[config.mk]
export PLATFORM = sky130hd
export DESIGN_NAME = spi_master_slave_pair
export DESIGN_NICKNAME = d
export VERILOG_FILES = /design/src/rtl/spi_master_slave_pair.sv
export SDC_FILE = /design/constraint.sdc
export NUM_CORES = 1
export LEC_CHECK = 0
export CAP_MARGIN = 10
export CORE_MARGIN = 4
export CORE_UTILIZATION = 46
export CTS_CLUSTER_SIZE = 28
export DETAILED_ROUTE_END_ITERATION = 8
export GPL_TIMING_DRIVEN = 0
export PLACE_DENSITY = 0.7
export SETUP_SLACK_MARGIN = 0.5
export SLEW_MARGIN = 20
export SYNTH_ARGS = -nofsm -noshare
export SYNTH_HDL_FRONTEND = slang
export SYNTH_SLANG_ARGS = --single-unit
[constraint.sdc]
create_clock -name clock -period 3.2 [get_ports clock]
set_input_delay 0.64 -clock clock [delete_from_list [all_inputs] [get_ports clock]]
set_output_delay 0.64 -clock clock [all_outputs]
set_load 0.01 [all_outputs]
[src/rtl/spi_master_slave_pair.sv]
// spi_master_slave_pair: mode-0 MSB-first SPI master (divided sclk) and oversampling SPI slave
// sharing one system clock; each engine moves one 8-bit frame per ss assertion.
module spi_master_slave_pair #(
  parameter int WIDTH = 8,
  parameter int SYNC_STAGES = 2
) (
  input  logic             clock,
  input  logic             reset,
  input  logic             m_start,
  input  logic             m_write_enable,
  input  logic [2:0]       m_clock_div,
  input  logic [WIDTH-1:0] m_data_tx,
  input  logic             m_miso,
  output logic             m_sclk,
  output logic             m_ss,
  output logic             m_mosi,
  output logic [WIDTH-1:0] m_data_rx,
  output logic             m_done,
  input  logic             s_sclk,
  input  logic             s_ss,
  input  logic             s_mosi,
  input  logic             s_write_enable,
  input  logic [WIDTH-1:0] s_data_tx,
  output logic             s_miso,
  output logic [WIDTH-1:0] s_data_rx,
  output logic             s_done
);
  typedef enum logic [2:0] {M_IDLE, M_SETUP, M_HIGH, M_LOW, M_FINISH} m_state_t;
  m_state_t m_state, m_next;
  logic start_d, m_we, h_last, start_edge, last_bit;
  logic [2:0] m_div, m_bits;
  logic [5:0] h_cnt;
  logic [6:0] half;
  logic [WIDTH-1:0] m_sr;
  assign start_edge = m_start & ~start_d;
  assign half = (m_div == 3'd0) ? 7'd1 : 7'd1 << (m_div - 3'd1);
  assign h_last = {1'b0, h_cnt} == half - 7'd1;
  assign last_bit = m_bits == 3'(WIDTH - 1);
  always_comb begin
    m_next = m_state;
    case (m_state)
      M_IDLE:         m_next = start_edge ? M_SETUP : M_IDLE;
      M_SETUP, M_LOW: m_next = h_last ? M_HIGH : m_state;
      M_HIGH:         m_next = !h_last ? M_HIGH : last_bit ? M_FINISH : M_LOW;
      default:        m_next = M_IDLE;
    endcase
  end
  // one shift register serves both directions: tx bits leave the top while miso enters the bottom
  always_ff @(posedge clock) begin
    if (reset) begin
      m_state   <= M_IDLE;
      start_d   <= 1'b0;
      m_we      <= 1'b0;
      m_div     <= 3'd0;
      m_bits    <= 3'd0;
      h_cnt     <= 6'd0;
      m_sr      <= '0;
      m_sclk    <= 1'b0;
      m_ss      <= 1'b1;
      m_mosi    <= 1'b0;
      m_data_rx <= '0;
      m_done    <= 1'b0;
    end else begin
      m_state <= m_next;
      start_d <= m_start;
      m_done  <= 1'b0;
      h_cnt   <= (m_next == m_state && m_state != M_IDLE) ? h_cnt + 6'd1 : 6'd0;
      if (m_state == M_IDLE && start_edge) begin
        m_sr   <= m_data_tx;
        m_we   <= m_write_enable;
        m_div  <= m_clock_div;
        m_bits <= 3'd0;
        m_ss   <= 1'b0;
        m_mosi <= ~m_write_enable & m_data_tx[WIDTH-1];
      end
      if ((m_state == M_SETUP || m_state == M_LOW) && h_last) begin
        m_sclk <= 1'b1;
        m_sr   <= {m_sr[WIDTH-2:0], m_miso};
      end
      if (m_state == M_HIGH && h_last) begin
        m_sclk <= 1'b0;
        m_bits <= m_bits + 3'd1;
        m_mosi <= last_bit ? 1'b0 : ~m_we & m_sr[WIDTH-1];
      end
      if (m_state == M_FINISH) begin
        m_ss   <= 1'b1;
        m_mosi <= 1'b0;
        m_done <= 1'b1;
        if (m_we) m_data_rx <= m_sr;
      end
    end
  end
  logic [SYNC_STAGES-1:0] sclk_q, ss_q, mosi_q;
  logic sclk_s, ss_s, mosi_s, sclk_d, ss_d, s_we;
  logic [3:0] s_cnt;
  logic [WIDTH-1:0] s_rx_sr, s_tx_sr, rx_next;
  assign sclk_s  = sclk_q[SYNC_STAGES-1];
  assign ss_s    = ss_q[SYNC_STAGES-1];
  assign mosi_s  = mosi_q[SYNC_STAGES-1];
  assign rx_next = {s_rx_sr[WIDTH-2:0], mosi_s};
  // mosi shares the sclk synchronizer depth so the sampled bit lines up with the detected rise
  always_ff @(posedge clock) begin
    if (reset) begin
      sclk_q    <= '0;
      ss_q      <= '1;
      mosi_q    <= '0;
      sclk_d    <= 1'b0;
      ss_d      <= 1'b1;
      s_we      <= 1'b0;
      s_cnt     <= 4'd0;
      s_rx_sr   <= '0;
      s_tx_sr   <= '0;
      s_miso    <= 1'b0;
      s_data_rx <= '0;
      s_done    <= 1'b0;
    end else begin
      sclk_q <= {sclk_q[SYNC_STAGES-2:0], s_sclk};
      ss_q   <= {ss_q[SYNC_STAGES-2:0], s_ss};
      mosi_q <= {mosi_q[SYNC_STAGES-2:0], s_mosi};
      sclk_d <= sclk_s;
      ss_d   <= ss_s;
      s_done <= 1'b0;
      if (ss_s) s_miso <= 1'b0;
      else if (ss_d) begin
        s_cnt   <= 4'd0;
        s_we    <= s_write_enable;
        s_tx_sr <= s_data_tx;
        s_miso  <= ~s_write_enable & s_data_tx[WIDTH-1];
      end else if (sclk_s && !sclk_d && s_cnt != 4'(WIDTH)) begin
        s_rx_sr <= rx_next;
        s_cnt   <= s_cnt + 4'd1;
        if (s_cnt == 4'(WIDTH - 1)) begin
          s_done <= 1'b1;
          if (s_we) s_data_rx <= rx_next;
        end
      end else if (!sclk_s && sclk_d && s_cnt != 4'(WIDTH)) begin
        s_tx_sr <= s_tx_sr << 1;
        s_miso  <= ~s_we & s_tx_sr[WIDTH-2];
      end
    end
  end
endmodule

==> Implementation_results.wiki <==
{| class="wikitable"
! Metric !! Value
|-
| Worst slew pin tran || about 0.62 ns
|-
| Placement row count || 30
|-
| Area delta synth->final || 25.5%
|-
| Critical path data arrival time || 2.75 ns
|-
| First-pass detailed-route iteration total || 4
|-
| Cell area after technology mapping || about 0.0033 mm²
|-
| Critical path buffer and inverter count || 4
|-
| Post-synth EDFFs || 0
|-
| RSZ-0062 raised after global routing || false
|-
| Dominant synthesized flop cell || sky130_fd_sc_hd__dfxtp_1
|-
| First-pass GRT wire length || 12300 µm
|-
| Fmax achieved || between 0.3 and 0.4 GHz
|-
| Startpoint type of the worst setup path || register
|-
| Largest family of logic cells by synthesized area || simple AND/OR/NAND/NOR gates
|-
| Placeable core region || 0.00691 mm²
|-
| Number of slew-limit violations in the final report || 0
|-
| Residual DRC count || 0
|-
| Number of buffers inserted by port buffering || 49
|-
| Register area share after synthesis || 44.4%
|-
| Die area || 0.00868 mm²
|-
| Clock transition at path regs || 0.08 ns
|-
| Run status || finished, final reports clean
|-
| Post-synthesis cell type with the largest combined area || sky130_fd_sc_hd__dfxtp_1
|-
| Hold violation count in the final report || 0
|-
| Number of buffers on the longest clock path || 2
|-
| CTS tree || built
|-
| Final ANT Viol Nets || 0
|-
| Share of the clock period used by the worst path after layout || between 70% and 80%
|-
| Placed cell count || between 500 and 600
|-
| Standby leakage power || 1.61 nW
|-
| Aggregate global-route resource usage || 17.6%
|-
| Category of the most critical setup path || register to register
|-
| Cell breakdown of the critical path || buf_6, or2_1, ha_1, buf_6, nand2b_1, o32ai_2, o32a_2, buf_2, buf_2, nand4_1, o2bb2ai_1
|-
| Post-route non-filler standard cell count || 531
|-
| Area fraction in compound gates after synthesis || between 10% and 20%
|-
| Sink count of the clock tree || 74
|-
| Total Nets Final || 464
|-
| Post-synthesis register bit count || 74
|-
| Power Dens Cells || 552 mW/mm²
|-
| Adder and majority cell fraction of the synthesized area || approximately 2.3%
|-
| Count of unique library cells instantiated by Yosys || 56
|-
| Leading cell types in the layout, fill and taps excluded || 74 x sky130_fd_sc_hd__dfxtp_1, 49 x sky130_fd_sc_hd__nand2_1, 49 x sky130_fd_sc_hd__clkdlybuf4s50_1, 39 x sky130_fd_sc_hd__nor2_1, 29 x sky130_fd_sc_hd__a21oi_1
|-
| Highest ir drop seen on vdd || 0.321 mV
|-
| Xor-xnor portion of the synthesized cell area || 1.84%
|-
| Share of async-settable or async-resettable flops after synthesis || 0%
|-
| Weighted congestion at the end of routability-driven global placement || 0.856
|-
| Final wirelength || 7360 µm
|-
| Simple-gate area share of the yosys netlist || 25.0%
|-
| Path category of the worst min-delay check || register to register
|-
| Average cell area after synthesis || 9.11 µm²
|-
| Antenna cell count || 0
|-
| Worst clock skew || 0.0104 ns
|-
| Vias/cell || 5.23
|-
| Starting density of the core || 48.3%
|-
| Horiz. Die Dim || 93.1 µm
|-
| TritonCTS Buffers || 9
|-
| Routed wire length per instance || 13.9 µm
|-
| H-tree levels || 3
|-
| Crit path largest cell delay || 0.33 ns
|-
| Cell type group with the largest total delay on the critical path || buffers and inverters
|-
| Antenna violations before repair || 0
|-
| Critical Path Slowest Stage Cell || sky130_fd_sc_hd__dfxtp_1
|-
| Share of the synthesized area in the top cell type || ~44%
|-
| CTS root buffer || sky130_fd_sc_hd__clkbuf_8
|-
| Nets in the synthesized netlist || 400
|-
| Yosys synthesis warning count || 0
|-
| Min Hold Slack || 0.410 ns
|-
| Initial drt markers || 160
|-
| Critical Path Sink Type || register
|-
| Fin util || 60.6%
|-
| Maximum number of pins on one net before global-route repair || 14
|-
| Multiplexer fraction of the synthesized cell area || 7.99%
|-
| Largest cells by area after synthesis || sky130_fd_sc_hd__dfxtp_1 44%, sky130_fd_sc_hd__mux2i_1 7.2%, sky130_fd_sc_hd__nand2_1 5.5%, sky130_fd_sc_hd__nor2_1 4.4%, sky130_fd_sc_hd__a21oi_1 4.4%
|-
| Reported max-cap violation count || 0
|-
| Setup violators final || 0
|-
| Most common cell after layout, fill and taps aside || sky130_fd_sc_hd__dfxtp_1
|-
| DP Wirelength || 5250 µm
|-
| Layout cells sized above 1 || between 10 and 15%
|-
| TNS Setup || 0 ns
|-
| Post-synthesis instance total || 366
|-
| Maximum fanout count along the critical path || 10
|-
| Clock latency on the worst-skew pair || 0.34 ns
|-
| Vertical extent of the die || between 90 and 100 µm
|-
| Final critical path time including I/O delays and setup || between 2 and 3 ns
|-
| Number of global-route vias before repair || ~2600
|-
| Hold buffers post-CTS || 0
|-
| Top-Level Pins || 50
|-
| Total global routing overflow || 0
|-
| Rel. slew slack || 58.7%
|-
| Vias post-DR || 2776
|-
| Required arrival time at the worst endpoint || 3.43 ns
|}
sequential cells by signal, indices dropped and copies added (netlist names), 2 cells and up:
name	count
s_tx_sr	7
m_state	3
m_div	3
sclk_q	2
h_cnt	6
mosi_q	2
s_cnt	4
m_bits	3
m_data_rx	8
s_rx_sr	7
s_data_rx	8
m_sr	8
ss_q	2
power by group:
part           switching, W  internal, W  leakage (nW)
sequential        0.0000527     0.000983         0.601
combinational      0.000311     0.000253         0.919
clock              0.000349     0.000362        0.0925
cell families (layout without fill, tap and decap cells):
logic type | count (synthesis) | in the layout
AND/OR/NAND/NOR | 162 | 162
flip-flops | 74 | 74
AO/OA/AOI/OAI | 63 | 63
buffers and inverters | 28 | 97
multiplexers | 26 | 26
XOR/XNOR | 7 | 7
adder cells (fa/ha/maj) | 6 | 6
layer usage:
| metal | vias to the layer above | GRT usage [%] | share of wire, % | wire length (µm) |
|---|---|---|---|---|
| met4 | 0 | 8.06 | 1.4 | 102 |
| met1 | 1292 | 24.0 | 49 | 3630 |
| li1 | 1401 | - | - | - |
| met5 | - | 0 | 0 | 0 |
| met3 | 10 | 3.62 | 4.7 | 343 |
| met2 | 73 | 26.6 | 45 | 3290 |
synth_stat cells, drive strengths merged (6+ instances only):
library cell	count
ha	6
inv	6
nand2	49
buf	10
dfxtp	74
nor2	39
a22o	8
xor2	6
nand3	17
a211oi	7
or2	7
nand2b	6
nor2b	10
mux2i	24
clkbuf	12
a21oi	30
final timing paths:
check,startpoint,end,slack [ns],cells after the start
setup / recovery,m_div[2]$_SDFFE_PP0P_,m_state[1]$_SDFF_PP0_,0.68,11
hold / removal,ss_q[0]$_SDFF_PP1_,ss_q[1]$_SDFF_PP1_,0.41,1
setup reg to reg,m_div[2]$_SDFFE_PP0P_,m_state[1]$_SDFF_PP0_,0.68,11
hold reg to reg,ss_q[0]$_SDFF_PP1_,ss_q[1]$_SDFF_PP1_,0.41,1
stage by stage:
step	cell area, µm²	setup slack, ns	power (W)
global placement	3950	0.494	0.00158
global route	4190	0.495	0.00243
CTS	4150	0.509	0.00231
floorplan	3330	0.676	0.00144
detailed placement	3950	0.474	0.00159
finish	4190	0.678	0.00231
repair_timing:
item,in CTS,in global routing
buffers inserted,1,3
setup endpoints to repair,2,20
resized for setup,0,4
pin swaps,2,2
worst reg2reg max path: stages, from the launching register on:
cell	delay, ns
sky130_fd_sc_hd__dfxtp_1	0.33
sky130_fd_sc_hd__buf_6	0.14
sky130_fd_sc_hd__or2_1	0.23
sky130_fd_sc_hd__ha_1	0.22
sky130_fd_sc_hd__buf_6	0.14
sky130_fd_sc_hd__nand2b_1	0.15
sky130_fd_sc_hd__o32ai_2	0.25
sky130_fd_sc_hd__o32a_2	0.20
sky130_fd_sc_hd__buf_2	0.21
sky130_fd_sc_hd__buf_2	0.25
sky130_fd_sc_hd__nand4_1	0.16
sky130_fd_sc_hd__o2bb2ai_1	0.16
cell type report:
class,instances,area (µm²)
clock buffers,10,128
flip-flops and latches,74,1480
inverters,6,22.5
fillers,629,2720
plain buffers,22,144
well taps,96,120
clock inverters,6,67.6
multi-input cells,264,1700
repair buffers,53,520
Note: power is estimated with default switching activity, not from simulation.
